File: config.mk
export PLATFORM = sky130hd
export DESIGN_NAME = switch_alloc
export DESIGN_NICKNAME = d
export VERILOG_FILES = /design/src/rtl/vr_pkg.sv /design/src/rtl/rr_arbiter.sv /design/src/rtl/switch_alloc.sv
export SDC_FILE = /design/constraint.sdc
export NUM_CORES = 1
export LEC_CHECK = 0
export BUFFER_PORTS_ARGS = -buffer_cell sky130_fd_sc_hd__buf_2
export CAP_MARGIN = 40
export CORE_MARGIN = 5
export CORE_UTILIZATION = 60
export DETAILED_ROUTE_END_ITERATION = 8
export GPL_TIMING_DRIVEN = 0
export PLACE_DENSITY_LB_ADDON = 0.08
export SLEW_MARGIN = 25
export SYNTH_ARGS = -nofsm -noshare
export SYNTH_HDL_FRONTEND = slang
export SYNTH_HIERARCHICAL = 1
export SYNTH_SLANG_ARGS = --single-unit
File: constraint.sdc
create_clock -name i_clk -period 11.84 [get_ports i_clk]
set_clock_uncertainty 0.2 [all_clocks]
set_input_delay 2.368 -clock i_clk [delete_from_list [all_inputs] [get_ports i_clk]]
set_output_delay 2.368 -clock i_clk [all_outputs]
set_load 0.05 [all_outputs]
File: src/rtl/vr_pkg.sv
// rtl/vr_pkg.sv - shared router sizing defaults and flit-field constants
package vr_pkg;

  localparam int NUM_PORTS_DEF = 5;
  localparam int NUM_VC_DEF    = 4;
  localparam int PORT_BITS     = $clog2(NUM_PORTS_DEF);
  localparam int VC_BITS       = $clog2(NUM_VC_DEF);

  localparam int FLIT_W        = 64;
  localparam int FLIT_VC_LSB   = 0;
  localparam int FLIT_VC_W     = VC_BITS;
  localparam int FLIT_DEST_LSB = FLIT_VC_LSB + FLIT_VC_W;
  localparam int FLIT_DEST_W   = 8;

endpackage

File: src/rtl/rr_arbiter.sv
// rtl/rr_arbiter.sv - round-robin arbiter; pointer advances past the winner on update
module rr_arbiter #(
  parameter  int N  = 4,
  localparam int IW = (N > 1) ? $clog2(N) : 1
) (
  input  logic          i_clk,
  input  logic          i_rst_n,
  input  logic [N-1:0]  i_req,
  input  logic          i_upd,
  output logic [N-1:0]  o_grant,
  output logic [IW-1:0] o_idx,
  output logic [IW-1:0] o_ptr
);

  logic [IW-1:0] r_ptr;
  logic          w_any;

  assign w_any = |i_req;
  assign o_ptr = r_ptr;

  // Scan from the pointer upwards with wrap; first requester wins.
  always_comb begin
    int            j;
    logic          found;
    logic [IW-1:0] jj;
    o_grant = '0;
    o_idx   = '0;
    found   = 1'b0;
    j       = 0;
    jj      = '0;
    for (int i = 0; i < N; i++) begin
      j = int'(r_ptr) + i;
      if (j >= N) j = j - N;
      jj = IW'(j);
      if (!found && i_req[jj]) begin
        found       = 1'b1;
        o_grant[jj] = 1'b1;
        o_idx       = jj;
      end
    end
  end

  always_ff @(posedge i_clk or negedge i_rst_n) begin
    if (!i_rst_n) begin
      r_ptr <= '0;
    end else if (i_upd && w_any) begin
      r_ptr <= (o_idx == IW'(N - 1)) ? '0 : o_idx + 1'b1;
    end
  end

endmodule

File: src/rtl/switch_alloc.sv
// rtl/switch_alloc.sv - separable input-first switch allocator with registered grants
// SA_CREDIT_CHECK_EN: gate eligibility on downstream credit and drive credit_consume.
module switch_alloc
  import vr_pkg::*;
#(
  parameter int NUM_PORTS = NUM_PORTS_DEF,
  parameter int NUM_VC    = NUM_VC_DEF,
  parameter int PORT_BITS = $clog2(NUM_PORTS),
  parameter int VC_BITS   = $clog2(NUM_VC)
) (
  input  logic                                      i_clk,
  input  logic                                      i_rst_n,
  input  logic [NUM_PORTS*NUM_VC-1:0]               i_req_valid,
  input  logic [NUM_PORTS*NUM_VC-1:0][PORT_BITS-1:0] i_req_port,
  input  logic [NUM_PORTS*NUM_VC-1:0][VC_BITS-1:0]   i_req_out_vc,
  input  logic [NUM_PORTS-1:0][NUM_VC-1:0]           i_credit_avail,
  output logic [NUM_PORTS-1:0][NUM_VC-1:0]           o_credit_consume,
  output logic [NUM_PORTS-1:0]                       o_grant_valid,
  output logic [NUM_PORTS-1:0][VC_BITS-1:0]          o_grant_vc,
  output logic [NUM_PORTS-1:0]                       o_xbar_valid,
  output logic [NUM_PORTS-1:0][PORT_BITS-1:0]        o_xbar_sel
);

  localparam int NK = NUM_PORTS * NUM_VC;

  logic [NK-1:0]                       r_inflight;
  logic [NK-1:0]                       w_cred;
  logic [NK-1:0]                       w_elig;
  logic [NK-1:0]                       w_gnt_mask;
  logic [NUM_PORTS-1:0]                w_s1_any;
  logic [NUM_PORTS-1:0]                w_in_win;
  logic [NUM_PORTS-1:0]                w_out_busy;
  logic [NUM_PORTS-1:0][NUM_VC-1:0]    w_s1_grant;
  logic [NUM_PORTS-1:0][VC_BITS-1:0]   w_cand_vc;
  logic [NUM_PORTS-1:0][VC_BITS-1:0]   w_cand_ovc;
  logic [NUM_PORTS-1:0][PORT_BITS-1:0] w_cand_port;
  logic [NUM_PORTS-1:0][NUM_PORTS-1:0] w_s2_req;
  logic [NUM_PORTS-1:0][NUM_PORTS-1:0] w_s2_grant;
  logic [NUM_PORTS-1:0][PORT_BITS-1:0] w_s2_idx;
  logic [NUM_PORTS-1:0][VC_BITS-1:0]   w_s1_unused_ptr;
  logic [NUM_PORTS-1:0][PORT_BITS-1:0] w_s2_unused_ptr;

  logic [NUM_PORTS-1:0]                r_grant_valid;
  logic [NUM_PORTS-1:0][VC_BITS-1:0]   r_grant_vc;
  logic [NUM_PORTS-1:0]                r_xbar_valid;
  logic [NUM_PORTS-1:0][PORT_BITS-1:0] r_xbar_sel;

  always_comb begin
    w_cred = '1;
`ifdef SA_CREDIT_CHECK_EN
    for (int k = 0; k < NK; k++) begin
      w_cred[k] = (int'(i_req_port[k]) < NUM_PORTS) &&
                  i_credit_avail[i_req_port[k]][i_req_out_vc[k]];
    end
`endif
  end

  // A VC granted last edge is still reading its head flit; skip it for one cycle.
  assign w_elig = i_req_valid & w_cred & ~r_inflight;

  for (genvar p = 0; p < NUM_PORTS; p++) begin : g_in
    logic [NUM_VC-1:0][PORT_BITS-1:0] w_port_of;
    logic [NUM_VC-1:0][VC_BITS-1:0]   w_ovc_of;

    rr_arbiter #(.N(NUM_VC)) u_in_arb (
      .i_clk   (i_clk),
      .i_rst_n (i_rst_n),
      .i_req   (w_elig[p*NUM_VC +: NUM_VC]),
      .i_upd   (w_in_win[p]),
      .o_grant (w_s1_grant[p]),
      .o_idx   (w_cand_vc[p]),
      .o_ptr   (w_s1_unused_ptr[p])
    );

    assign w_s1_any[p]    = |w_elig[p*NUM_VC +: NUM_VC];
    assign w_port_of      = i_req_port[p*NUM_VC +: NUM_VC];
    assign w_ovc_of       = i_req_out_vc[p*NUM_VC +: NUM_VC];
    assign w_cand_port[p] = w_port_of[w_cand_vc[p]];
    assign w_cand_ovc[p]  = w_ovc_of[w_cand_vc[p]];
    assign w_gnt_mask[p*NUM_VC +: NUM_VC] = w_s1_grant[p] & {NUM_VC{w_in_win[p]}};
  end

  for (genvar o = 0; o < NUM_PORTS; o++) begin : g_out
    for (genvar p = 0; p < NUM_PORTS; p++) begin : g_req
      assign w_s2_req[o][p] = w_s1_any[p] && (w_cand_port[p] == PORT_BITS'(o));
    end

    rr_arbiter #(.N(NUM_PORTS)) u_out_arb (
      .i_clk   (i_clk),
      .i_rst_n (i_rst_n),
      .i_req   (w_s2_req[o]),
      .i_upd   (w_out_busy[o]),
      .o_grant (w_s2_grant[o]),
      .o_idx   (w_s2_idx[o]),
      .o_ptr   (w_s2_unused_ptr[o])
    );

    assign w_out_busy[o] = |w_s2_req[o];
  end

  always_comb begin
    w_in_win = '0;
    for (int o = 0; o < NUM_PORTS; o++) begin
      w_in_win = w_in_win | w_s2_grant[o];
    end
  end

  always_comb begin
    o_credit_consume = '0;
`ifdef SA_CREDIT_CHECK_EN
    for (int o = 0; o < NUM_PORTS; o++) begin
      if (i_rst_n && w_out_busy[o]) begin
        o_credit_consume[o][w_cand_ovc[w_s2_idx[o]]] = 1'b1;
      end
    end
`endif
  end

`ifndef SA_CREDIT_CHECK_EN
  logic w_unused_credit;
  assign w_unused_credit = ^{i_credit_avail, w_cand_ovc};
`endif

  always_ff @(posedge i_clk or negedge i_rst_n) begin
    if (!i_rst_n) begin
      r_inflight    <= '0;
      r_grant_valid <= '0;
      r_grant_vc    <= '0;
      r_xbar_valid  <= '0;
      r_xbar_sel    <= '0;
    end else begin
      r_inflight    <= w_gnt_mask;
      r_grant_valid <= w_in_win;
      r_xbar_valid  <= w_out_busy;
      for (int p = 0; p < NUM_PORTS; p++) begin
        r_grant_vc[p] <= w_in_win[p] ? w_cand_vc[p] : '0;
        r_xbar_sel[p] <= w_out_busy[p] ? w_s2_idx[p] : '0;
      end
    end
  end

  assign o_grant_valid = r_grant_valid;
  assign o_grant_vc    = r_grant_vc;
  assign o_xbar_valid  = r_xbar_valid;
  assign o_xbar_sel    = r_xbar_sel;

endmodule

==> flow_summary.toml <==
[outcome]
status = "completed"

[placement]
dp_hpwl_um = 30520
place_area_um2 = 14480
port-buffer-count = 116
post-place-ws_ns = 2.300
gp_congestion = 0.9660

[floorplan]
start_util_pct = 61.12
fp.dieH_um = 159.3
die_w_um = 159.3
core_um2 = 21890
die_area_um2 = 25390
io_pins = 197
rows = 54

[logic_synthesis]
synthArstFlopShare_pct = 100.0
netlist_area_um2 = 13380
ys_warn_count = 6
synth.distinct_cells = 116
syn_avg_cell_area_um2 = 7.979
yosysSeqAreaShare_pct = 14.96
synth.area.top_cells = "dfrtp_1 (15%), ha_1 (7.0%), nor2_1 (3.8%), mux2i_1 (3.3%), nor2b_1 (3.2%)"
netlist.area_leader.share_pct = 14.96
synth_edf_count = 0
synth-main-ff-cell = "dfrtp_1"
ys_ff_latch = 80
synth_top_cell_by_area = "dfrtp_1"
synthCells = 1677

[route]
ant_nets = 0
dr.first_iter.drc_count = 1265
dr_wl_met2_um = 18040
dr.pass1.iters = 5
drcViolationCount = 0
finalWirelength_um = 39210
highest_layer = "met4"
vias = 13730
wl_per_cell_um = 18.54
wl_met3_um = 3105
routed_via_density = 6.493
wl_met1_um = 17040

[finish]
fin_area_um2 = 14790
fillerInstances = 1853
area.sequential_um2 = 2002
drive_gt1_share_pct = 20.22
diodes = 0
syn2layout_area_growth_pct = 10.52
multi_input_area_um2 = 10320
post-route-util_pct = 67.55
layout.nets = 2052

[critical_path]
worst-endpoint-arrival_ns = 9.38
startpoint_type = "input pin"
path_cells = "buf_2, nand2b_1, inv_1, mux4_1, and2b_2, o21ai_0, nand2_1, mux4_1, a41oi_1, and3b_1, inv_1, a211oi_1, o221ai_1, clkbuf_1, and4b_1, a211oi_1, nand3_1, or4_1, nor2_1, inv_1, o41ai_1, inv_1, o31a_1, xnor2_1"
regToRegSetupSlack_ns = 3.94
slowest_delay_ns = 0.61
cp_slowest_cell = "mux4_1"
crit_path_end_kind = "flip-flop"
criticalPathCategory = "in -> reg"
path_max_fanout = 10
critical_path_required_ns = 11.88
path_common_cell = "inv_1"
rr_worst_depth = 24

[sta]
rsz0062_at_grt = "no"
setup_viol = 0
max_slew_margin_pct = 47.57
fin_crit_sh_pct = 78.86
timing.final.ws_setup_ns = 2.503
final.min_clock_period_ns = 9.337
hold_viol = 0
tightest_slew_ns = 0.7645
setup_tns_ns = 0
fmax_mhz = 107.1
finalMaxSlewViolations = 0

[cts]
cts_buffers = 9
cts_tree = "yes"
clock_sinks = 80
postCtsSetupBuffers = 0
clk_path_buf_depth = 2
clk_latency_ns = 0.37
postCtsHoldBufs = 0
cts_root_buf = "clkbuf_16"
cts.repair.resized = 0
htreeDepth = 3
clk_pin_slew_ns = 0.07

[hold_path]
hp-start = "g_out[0].u_out_arb/o_ptr[1]"
whs_path_depth = 2
hold_class = "reg -> reg"
whs_endpoint = "g_out[0].u_out_arb/o_ptr[1]"

[global_route]
grt_overflow = 0
grt_max_degree = 50
antenna_found_initial = 0
grt_pass1_wl_um = 63980
first_global_vias = 12790
track_usage_pct = 29.36

[run]
drv_cap = 0
[sequential cells by signal, summed over array words and instances, names as in the netlist, named ones only]
signal and count:
o_grant_valid 5, g_out.u_out_arb/o_ptr 15, o_grant_vc 10, o_xbar_valid 5
g_in.u_in_arb/o_ptr 5, r_inflight 20, o_xbar_sel 15
[cells by family (layout without fill, tap and decap cells)]
family | after synthesis | in the layout | synth area share [%]
and+or+nand+nor | 649 | 649 | 27.21
AOI/OAI and AO/OA | 527 | 527 | 30.28
buffers and inverters | 223 | 362 | 8.650
muxes | 83 | 83 | 8.827
adders and majority gates | 80 | 80 | 7.761
DFF | 80 | 80 | 14.96
xor gates and xnor gates | 34 | 34 | 2.282
other | 1 | 20 | 0.02803
[worst max path at each step]
| stage | start | to | slack (ns) | cells past startpoint |
|---|---|---|---|---|
| final | i_req_valid[16] | flip-flop | 2.50 | 24 |
| after global routing | i_req_valid[18] | flip-flop | 2.08 | 25 |
| after CTS | i_req_valid[16] | flip-flop | 2.64 | 24 |
| after detailed placement | i_req_valid[16] | flip-flop | 2.30 | 24 |
| after global placement | i_req_valid[2] | flip-flop | 1.90 | 25 |
| after floorplan | i_req_valid[16] | flip-flop | 3.84 | 25 |
[cell usage after synthesis, drive strengths merged (16+ instances only)]
cell type and n:
ha 75, a31oi 33, nor3b 16, a221o 16
o31ai 20, clkbuf 21, nor2b 68, and3 25
dfrtp 80, nor2 136, mux2i 49, a21oi 96
inv 113, nand2b 62, mux4 23, nor3 43
buf 89, or4 18, a22oi 28, nand3 55
a211oi 23, xnor2 30, o211ai 26, o21ai 79
and2 23, nand2 102
[metrics by stage]
stage	std cells	hold slack, ns
after global placement	2092	0.4764
after detailed placement	2099	0.4791
after floorplan	1696	0.4131
after global routing	2115	0.5307
after CTS	2115	0.4895
final	2115	0.4897
[final cells by class]
class                           instances  share of cell area (%)
Clock buffer                            9                   1.523
Clock inverter                          7                  0.5415
Sequential cell                        80                   13.54
Multi-Input combinational cell       1393                   69.79
Inverter                              113                   2.868
Timing Repair Buffer                  123                   4.417
Tap cell                              280                   2.369
Buffer                                110                   4.958
[placed cells by master, fill, tap and decap left out, drive strengths merged, types with 13 or more instances in the layout]
| cell type | n |
|---|---|
| a21o | 13 |
| o211ai | 26 |
| buf | 210 |
| nor2b | 68 |
| nor4 | 15 |
| o21a | 14 |
| inv | 115 |
| ha | 75 |
| nand2b | 62 |
| nor3b | 16 |
| a221o | 16 |
| o31ai | 20 |
| mux4 | 23 |
| a21oi | 96 |
| nand3 | 55 |
| clkbuf | 30 |
| a22oi | 28 |
| a211oi | 23 |
| nand4 | 15 |
| mux2i | 49 |
| nand2 | 102 |
| and3 | 25 |
| and2 | 23 |
| nor3 | 43 |
| or4 | 18 |
| o31a | 15 |
| nor2 | 136 |
| o22ai | 13 |
| xnor2 | 30 |
| conb | 20 |
| a31oi | 33 |
| o21ai | 79 |
| dfrtp | 80 |
[worst max-delay path, delay by kind of cell]
family,cells,cell delay (ns)
simple gates,8,2.42
compound gates,7,2.26
mux,2,1.16
buf+inv,6,1.04
xor+xnor,1,0.12
[metal layers]
layer / up-vias / global-route usage [%]
li1: 6577 / -
met5: - / 0
met1: 6471 / 41.31
met4: 0 / 8.686
met3: 80 / 4.142
met2: 605 / 47.08
Power is not shown: default switching activity piles up to over one toggle a cycle in this logic, so the estimate is an artifact.
